$ cat config.mk
export PLATFORM = sky130hd
export DESIGN_NAME = regfile
export DESIGN_NICKNAME = d
export VERILOG_FILES = /design/src/rtl/regfile_pkg.sv /design/src/rtl/regfile_next.sv /design/src/rtl/regfile.sv
export SDC_FILE = /design/constraint.sdc
export NUM_CORES = 1
export LEC_CHECK = 0
export BUFFER_PORTS_ARGS = -buffer_cell sky130_fd_sc_hd__buf_2
export CORE_ASPECT_RATIO = 0.7
export CORE_MARGIN = 5
export CORE_UTILIZATION = 30
export CTS_BUF_LIST = sky130_fd_sc_hd__clkbuf_4
export DETAILED_ROUTE_END_ITERATION = 8
export GPL_TIMING_DRIVEN = 1
export SYNTH_ARGS = -nofsm -noshare
export SYNTH_HDL_FRONTEND = slang
export SYNTH_SLANG_ARGS = --single-unit
$ cat constraint.sdc
create_clock -name clk -period 7.75 [get_ports clk]
set_input_delay 0.3875 -clock clk [delete_from_list [all_inputs] [get_ports clk]]
set_output_delay 0.3875 -clock clk [all_outputs]
set_load 0.03 [all_outputs]
$ cat src/rtl/regfile_pkg.sv
// regfile_pkg: write-port op encoding shared by the register file and PC/control logic
package regfile_pkg;
    localparam logic [1:0] OP_NOP  = 2'b00;
    localparam logic [1:0] OP_LOAD = 2'b01;
    localparam logic [1:0] OP_INC  = 2'b10;
    localparam logic [1:0] OP_CLR  = 2'b11;
endpackage

$ cat src/rtl/regfile_next.sv
// regfile_next: next value and valid bit of one entry under a write-port op
module regfile_next
    import regfile_pkg::*;
#(
    parameter int WIDTH = 16
) (
    input  logic [1:0]       op,
    input  logic [WIDTH-1:0] cur,
    input  logic             cur_valid,
    input  logic [WIDTH-1:0] in,
    output logic [WIDTH-1:0] nxt,
    output logic             nxt_valid
);
    always_comb begin
        nxt = op == OP_LOAD ? in : op == OP_INC ? cur + WIDTH'(1) : op == OP_CLR ? '0 : cur;
        nxt_valid = op == OP_CLR ? 1'b0 : op == OP_NOP ? cur_valid : 1'b1;
    end
endmodule

$ cat src/rtl/regfile.sv
// regfile: DEPTH x WIDTH register file, one load/inc/clear write port, two combinational read ports
module regfile
    import regfile_pkg::*;
#(
    parameter int WIDTH  = 16,
    parameter int DEPTH  = 8,
    parameter int BYPASS = 0,
    parameter int ADDR_W = $clog2(DEPTH)
) (
    input  logic              clk,
    input  logic              reset,
    input  logic [1:0]        op,
    input  logic [ADDR_W-1:0] waddr,
    input  logic [WIDTH-1:0]  in,
    input  logic [ADDR_W-1:0] raddr_a,
    input  logic [ADDR_W-1:0] raddr_b,
    output logic [WIDTH-1:0]  out_a,
    output logic [WIDTH-1:0]  out_b,
    output logic [DEPTH-1:0]  valid
);
    localparam logic [ADDR_W:0] LIMIT = (ADDR_W + 1)'(DEPTH);
    logic [WIDTH-1:0] mem [DEPTH];
    logic [WIDTH-1:0] cur, nxt, stored_a, stored_b;
    logic             cur_valid, nxt_valid, wr_ok, ra_ok, rb_ok, fwd;
    always_comb begin
        wr_ok     = {1'b0, waddr} < LIMIT;
        ra_ok     = {1'b0, raddr_a} < LIMIT;
        rb_ok     = {1'b0, raddr_b} < LIMIT;
        cur       = wr_ok ? mem[waddr] : '0;
        cur_valid = wr_ok ? valid[waddr] : 1'b0;
        stored_a  = ra_ok ? mem[raddr_a] : '0;
        stored_b  = rb_ok ? mem[raddr_b] : '0;
        fwd       = BYPASS != 0 && !reset && wr_ok && op != OP_NOP;
        out_a     = fwd && raddr_a == waddr ? nxt : stored_a;
        out_b     = fwd && raddr_b == waddr ? nxt : stored_b;
    end
    // the same unit feeds storage and the bypass path so they never disagree
    regfile_next #(.WIDTH(WIDTH)) u_next (
        .op(op),
        .cur(cur),
        .cur_valid(cur_valid),
        .in(in),
        .nxt(nxt),
        .nxt_valid(nxt_valid)
    );
    always_ff @(posedge clk) begin
        if (reset) begin
            for (int i = 0; i < DEPTH; i++) mem[i] <= '0;
            valid <= '0;
        end else if (wr_ok && op != OP_NOP) begin
            mem[waddr]   <= nxt;
            valid[waddr] <= nxt_valid;
        end
    end
endmodule

==> impl_results.html <==
<table>
<tr><th>Metric</th><th>Value</th></tr>
<tr><th colspan="2">Logic synthesis</th></tr>
<tr><td>Post-synthesis register bit count</td><td>136</td></tr>
<tr><td>Dominant cell by count in the synthesized netlist</td><td>sky130_fd_sc_hd__edfxtp_1</td></tr>
<tr><td>Mean instance size in the synthesized netlist</td><td>12.4 um^2</td></tr>
<tr><td>Synthesis warning total</td><td>0</td></tr>
<tr><td>Post-synth EDFFs</td><td>128</td></tr>
<tr><td>Primary FF master, synth</td><td>sky130_fd_sc_hd__edfxtp_1</td></tr>
<tr><td>Post-synthesis instance total</td><td>732</td></tr>
<tr><td>Async set or reset register ratio after synthesis</td><td>0%</td></tr>
<tr><td>Net Count, Synth</td><td>762</td></tr>
<tr><td>Synthesized area</td><td>0.00905 mm^2</td></tr>
<tr><td>Register area share after synthesis</td><td>44.2%</td></tr>
<tr><td>Number of distinct library cell variants in the gate-level netlist after synthesis</td><td>78</td></tr>
<tr><td>Largest cells by area after synthesis</td><td>sky130_fd_sc_hd__edfxtp_1 42%, sky130_fd_sc_hd__mux4_2 18%, sky130_fd_sc_hd__mux2_2 5.5%, sky130_fd_sc_hd__nor2_1 4.5%, sky130_fd_sc_hd__mux2i_1 3.6%</td></tr>
<tr><td>Leading post-synthesis cells by instance count</td><td>128 x sky130_fd_sc_hd__edfxtp_1, 108 x sky130_fd_sc_hd__nor2_1, 71 x sky130_fd_sc_hd__mux4_2, 58 x sky130_fd_sc_hd__nand2_1, 44 x sky130_fd_sc_hd__mux2_2</td></tr>
<tr><td>Share of the synthesized area in the top cell type</td><td>42.5%</td></tr>
<tr><td>Cell taking the most area after synthesis</td><td>sky130_fd_sc_hd__edfxtp_1</td></tr>
<tr><th colspan="2">Worst setup path</th></tr>
<tr><td>R2r worst-path depth</td><td>10</td></tr>
<tr><td>Worst endpoint required time</td><td>8.04 ns</td></tr>
<tr><td>Crit end category</td><td>flop</td></tr>
<tr><td>End of the worst register-to-register path</td><td>mem[6][10]</td></tr>
<tr><td>Worst Path Arrival</td><td>3.78 ns</td></tr>
<tr><td>Source of the worst register-to-register timing path</td><td>mem[3][1]</td></tr>
<tr><td>Critical setup path kind</td><td>in -&gt; reg</td></tr>
<tr><td>Critical Path Source Type</td><td>primary input</td></tr>
<tr><td>Minimum setup slack among reg-to-reg paths</td><td>4.64 ns</td></tr>
<tr><td>Largest driver fanout on the critical path</td><td>45</td></tr>
<tr><th colspan="2">Run status</th></tr>
<tr><td>Result of the run</td><td>complete, no violations</td></tr>
<tr><th colspan="2">Global route</th></tr>
<tr><td>Global-route wire length before repair</td><td>45.9 mm</td></tr>
<tr><td>Maximum number of pins on one net before global-route repair</td><td>46</td></tr>
<tr><td>Number of antenna violations at the first check in global routing</td><td>0</td></tr>
<tr><td>Final global-route overflow total</td><td>0</td></tr>
<tr><td>Via count of the first global-routing pass</td><td>6,958</td></tr>
<tr><td>Overall track demand over capacity in global routing</td><td>18.3%</td></tr>
<tr><th colspan="2">STA</th></tr>
<tr><td>Maximum clock frequency</td><td>286 MHz</td></tr>
<tr><td>Worst Max-Slew Pin Slew</td><td>1.22 ns</td></tr>
<tr><td>Post-layout min period</td><td>3.50 ns</td></tr>
<tr><td>Number of endpoints with negative hold slack in the final report</td><td>0</td></tr>
<tr><td>Setup violations, final</td><td>0</td></tr>
<tr><td>Max-slew headroom</td><td>19.0%</td></tr>
<tr><td>Setup_tns</td><td>0 ns</td></tr>
<tr><td>Final Max Slew Viols</td><td>0</td></tr>
<tr><td>Final Cycle Share</td><td>45.1%</td></tr>
<tr><td>Max Clock Skew</td><td>0.0231 ns</td></tr>
<tr><td>RSZ-0062 raised after global routing</td><td>false</td></tr>
<tr><th colspan="2">CTS</th></tr>
<tr><td>Post-CTS setup buffers</td><td>0</td></tr>
<tr><td>Max Buffers Root-to-Sink</td><td>2</td></tr>
<tr><td>Master cell of the clock root buffer</td><td>sky130_fd_sc_hd__clkbuf_4</td></tr>
<tr><td>Clock tree from TritonCTS</td><td>yes</td></tr>
<tr><td>CTS Buf Count</td><td>17</td></tr>
<tr><td>CTS sink count</td><td>136</td></tr>
<tr><td>Clock latency on the worst-skew pair</td><td>0.58 ns</td></tr>
<tr><td>Clock input transition at the sequential cells of the worst setup and hold paths</td><td>0.12 ns</td></tr>
<tr><td>Quantity of hold-fixing buffers added after cts</td><td>0</td></tr>
<tr><td>Resized Gates After CTS</td><td>0</td></tr>
<tr><td>Number of H-tree branching levels</td><td>4</td></tr>
<tr><th colspan="2">Cells and area</th></tr>
<tr><td>Total non-filler cell area in the finished layout</td><td>0.0100 mm^2</td></tr>
<tr><td>Diode insertion count for antenna repair</td><td>0</td></tr>
<tr><td>Filler Cells Inserted</td><td>3,009</td></tr>
<tr><td>Net count, final</td><td>802</td></tr>
<tr><td>Non-filler instance count after layout</td><td>1,196</td></tr>
<tr><td>Share of final-layout standard cells stronger than drive strength 1</td><td>32.8%</td></tr>
<tr><td>Syn-to-layout area delta</td><td>10.7%</td></tr>
<tr><th colspan="2">Floorplan</th></tr>
<tr><td>Row count</td><td>53</td></tr>
<tr><td>Starting density of the core</td><td>30.3%</td></tr>
<tr><td>Core Footprint</td><td>0.0299 mm^2</td></tr>
<tr><td>I/O Pins</td><td>69</td></tr>
<tr><td>Height of the die</td><td>155 um</td></tr>
<tr><td>Die outline area</td><td>0.0338 mm^2</td></tr>
<tr><td>Overall die width</td><td>218 um</td></tr>
<tr><th colspan="2">Worst hold path</th></tr>
<tr><td>Worst Hold Class</td><td>in -&gt; reg</td></tr>
<tr><td>Number of cells on the worst hold path</td><td>3</td></tr>
<tr><td>Worst-case hold path end point</td><td>mem[4][12]</td></tr>
<tr><td>Launch point of the worst hold path</td><td>in[12]</td></tr>
<tr><th colspan="2">Power and ir drop</th></tr>
<tr><td>Leak Pwr</td><td>3.65 nW</td></tr>
<tr><td>Maximum ir drop on the vdd rail</td><td>0.0910 mV</td></tr>
<tr><td>Power per unit of standard cell area</td><td>187 mW/mm^2</td></tr>
<tr><th colspan="2">Flow run</th></tr>
<tr><td>Max-cap violations</td><td>0</td></tr>
<tr><th colspan="2">Routing</th></tr>
<tr><td>Overall routed net length</td><td>30.9 mm</td></tr>
<tr><td>Via count of the routed design</td><td>7,026</td></tr>
<tr><td>Number of vias per cell after detailed routing</td><td>5.87</td></tr>
<tr><td>Iter 0 DRT Violations</td><td>829</td></tr>
<tr><td>Detailed-router iteration count before antenna repair</td><td>6</td></tr>
<tr><td>DR WL/cell</td><td>25.8 um</td></tr>
<tr><td>Remaining DRCs</td><td>0</td></tr>
<tr><td>Count of nets left with antenna violations after detail routing</td><td>0</td></tr>
<tr><th colspan="2">Placed design</th></tr>
<tr><td>Placed cells</td><td>1,165</td></tr>
<tr><td>Number of port buffers</td><td>68</td></tr>
<tr><td>HPWL after detailed placement</td><td>20.9 mm</td></tr>
<tr><td>Global placement routability congestion</td><td>0.893</td></tr>
<tr><td>Placement Cell Area</td><td>0.00966 mm^2</td></tr>
</table>
[cells in the final DEF, fill, tap and decap left out, types with 18 or more instances in the layout]
cell type | netlist | final
sky130_fd_sc_hd__clkbuf_4 | 0 | 18
sky130_fd_sc_hd__mux4_2 | 71 | 71
sky130_fd_sc_hd__nor3_1 | 19 | 19
sky130_fd_sc_hd__buf_2 | 5 | 68
sky130_fd_sc_hd__nand2_1 | 58 | 58
sky130_fd_sc_hd__a21oi_1 | 28 | 28
sky130_fd_sc_hd__mux2i_1 | 33 | 33
sky130_fd_sc_hd__nor2_1 | 108 | 108
sky130_fd_sc_hd__mux2_2 | 44 | 44
sky130_fd_sc_hd__edfxtp_1 | 128 | 128
[power breakdown]
group,internal [W],switching [W]
registers,0.000842,0.0000308
logic,0.000143,0.000246
clock network,0.000322,0.000287
total,0.00131,0.000563
[critical path, cell delays in order]
cell	delay, ns
sky130_fd_sc_hd__buf_2	0.07
sky130_fd_sc_hd__buf_4	0.52
sky130_fd_sc_hd__nand2b_1	0.47
sky130_fd_sc_hd__o22ai_2	0.27
sky130_fd_sc_hd__a21o_1	0.13
sky130_fd_sc_hd__ha_1	0.19
sky130_fd_sc_hd__inv_1	0.07
sky130_fd_sc_hd__nor4_1	0.46
sky130_fd_sc_hd__and4b_1	0.44
sky130_fd_sc_hd__nand4_1	0.17
sky130_fd_sc_hd__a32oi_2	0.44
sky130_fd_sc_hd__nor2_1	0.10
[cell families (layout without fill, tap and decap cells)]
group | count (synthesis) | count (layout) | synth area share [%]
and+or+nand+nor | 245 | 245 | 12.9
muxes | 152 | 152 | 27.9
DFF | 136 | 136 | 44.2
AOI/OAI and AO/OA | 120 | 120 | 9.94
buffers and inverters | 74 | 126 | 4.44
xor gates and xnor gates | 4 | 4 | 0.470
adders and majority gates | 1 | 1 | 0.138
[flip-flops by register name, indices dropped and copies added, names as in the netlist]
register,flops
mem,128
valid,8
[metrics by stage]
| stage | setup slack, ns | power [W] | hold WS [ns] | util (%) |
|---|---|---|---|---|
| 2_1_floorplan | 4.82 | 0.00115 | 0.597 | - |
| 3_3_place_gp | 3.83 | 0.00127 | 0.474 | 32.3 |
| 3_5_place_dp | 3.79 | 0.00127 | 0.480 | 32.3 |
| 4_1_cts | 4.40 | 0.00187 | 0.239 | 33.5 |
| 5_1_grt | 4.14 | 0.00193 | 0.260 | 33.5 |
| 6_report | 4.25 | 0.00187 | 0.263 | 33.5 |
[worst max path at each step]
stage	startpoint	end	slack [ns]	cells after the start
detailed placement	waddr[2]	mem[0][12]	3.79	12
global placement	waddr[2]	mem[0][12]	3.83	12
CTS	waddr[2]	mem[0][12]	4.40	12
finish	waddr[2]	mem[1][12]	4.25	12
global route	waddr[0]	mem[1][15]	4.14	9
floorplan	waddr[2]	mem[0][12]	4.82	14
[cell type report]
class,count,area (um^2),share of cell area [%]
well taps,412,515,5.14
multi-input cells,522,4660,46.5
flip-flops and latches,136,4000,40.0
clock buffers,18,135,1.35
clock inverters,13,228,2.27
repair buffers,78,415,4.15
inverters,17,63.8,0.637
[routing by layer]
layer / vias to the layer above / share of wire [%] / GRT usage (%)
li1: 2948 / - / -
met1: 3538 / 43 / 27.4
met2: 486 / 41 / 25.6
met3: 54 / 13 / 4.84
met4: 0 / 3.0 / 5.86
met5: - / 0 / 0
(Power assumes the default switching activity.)
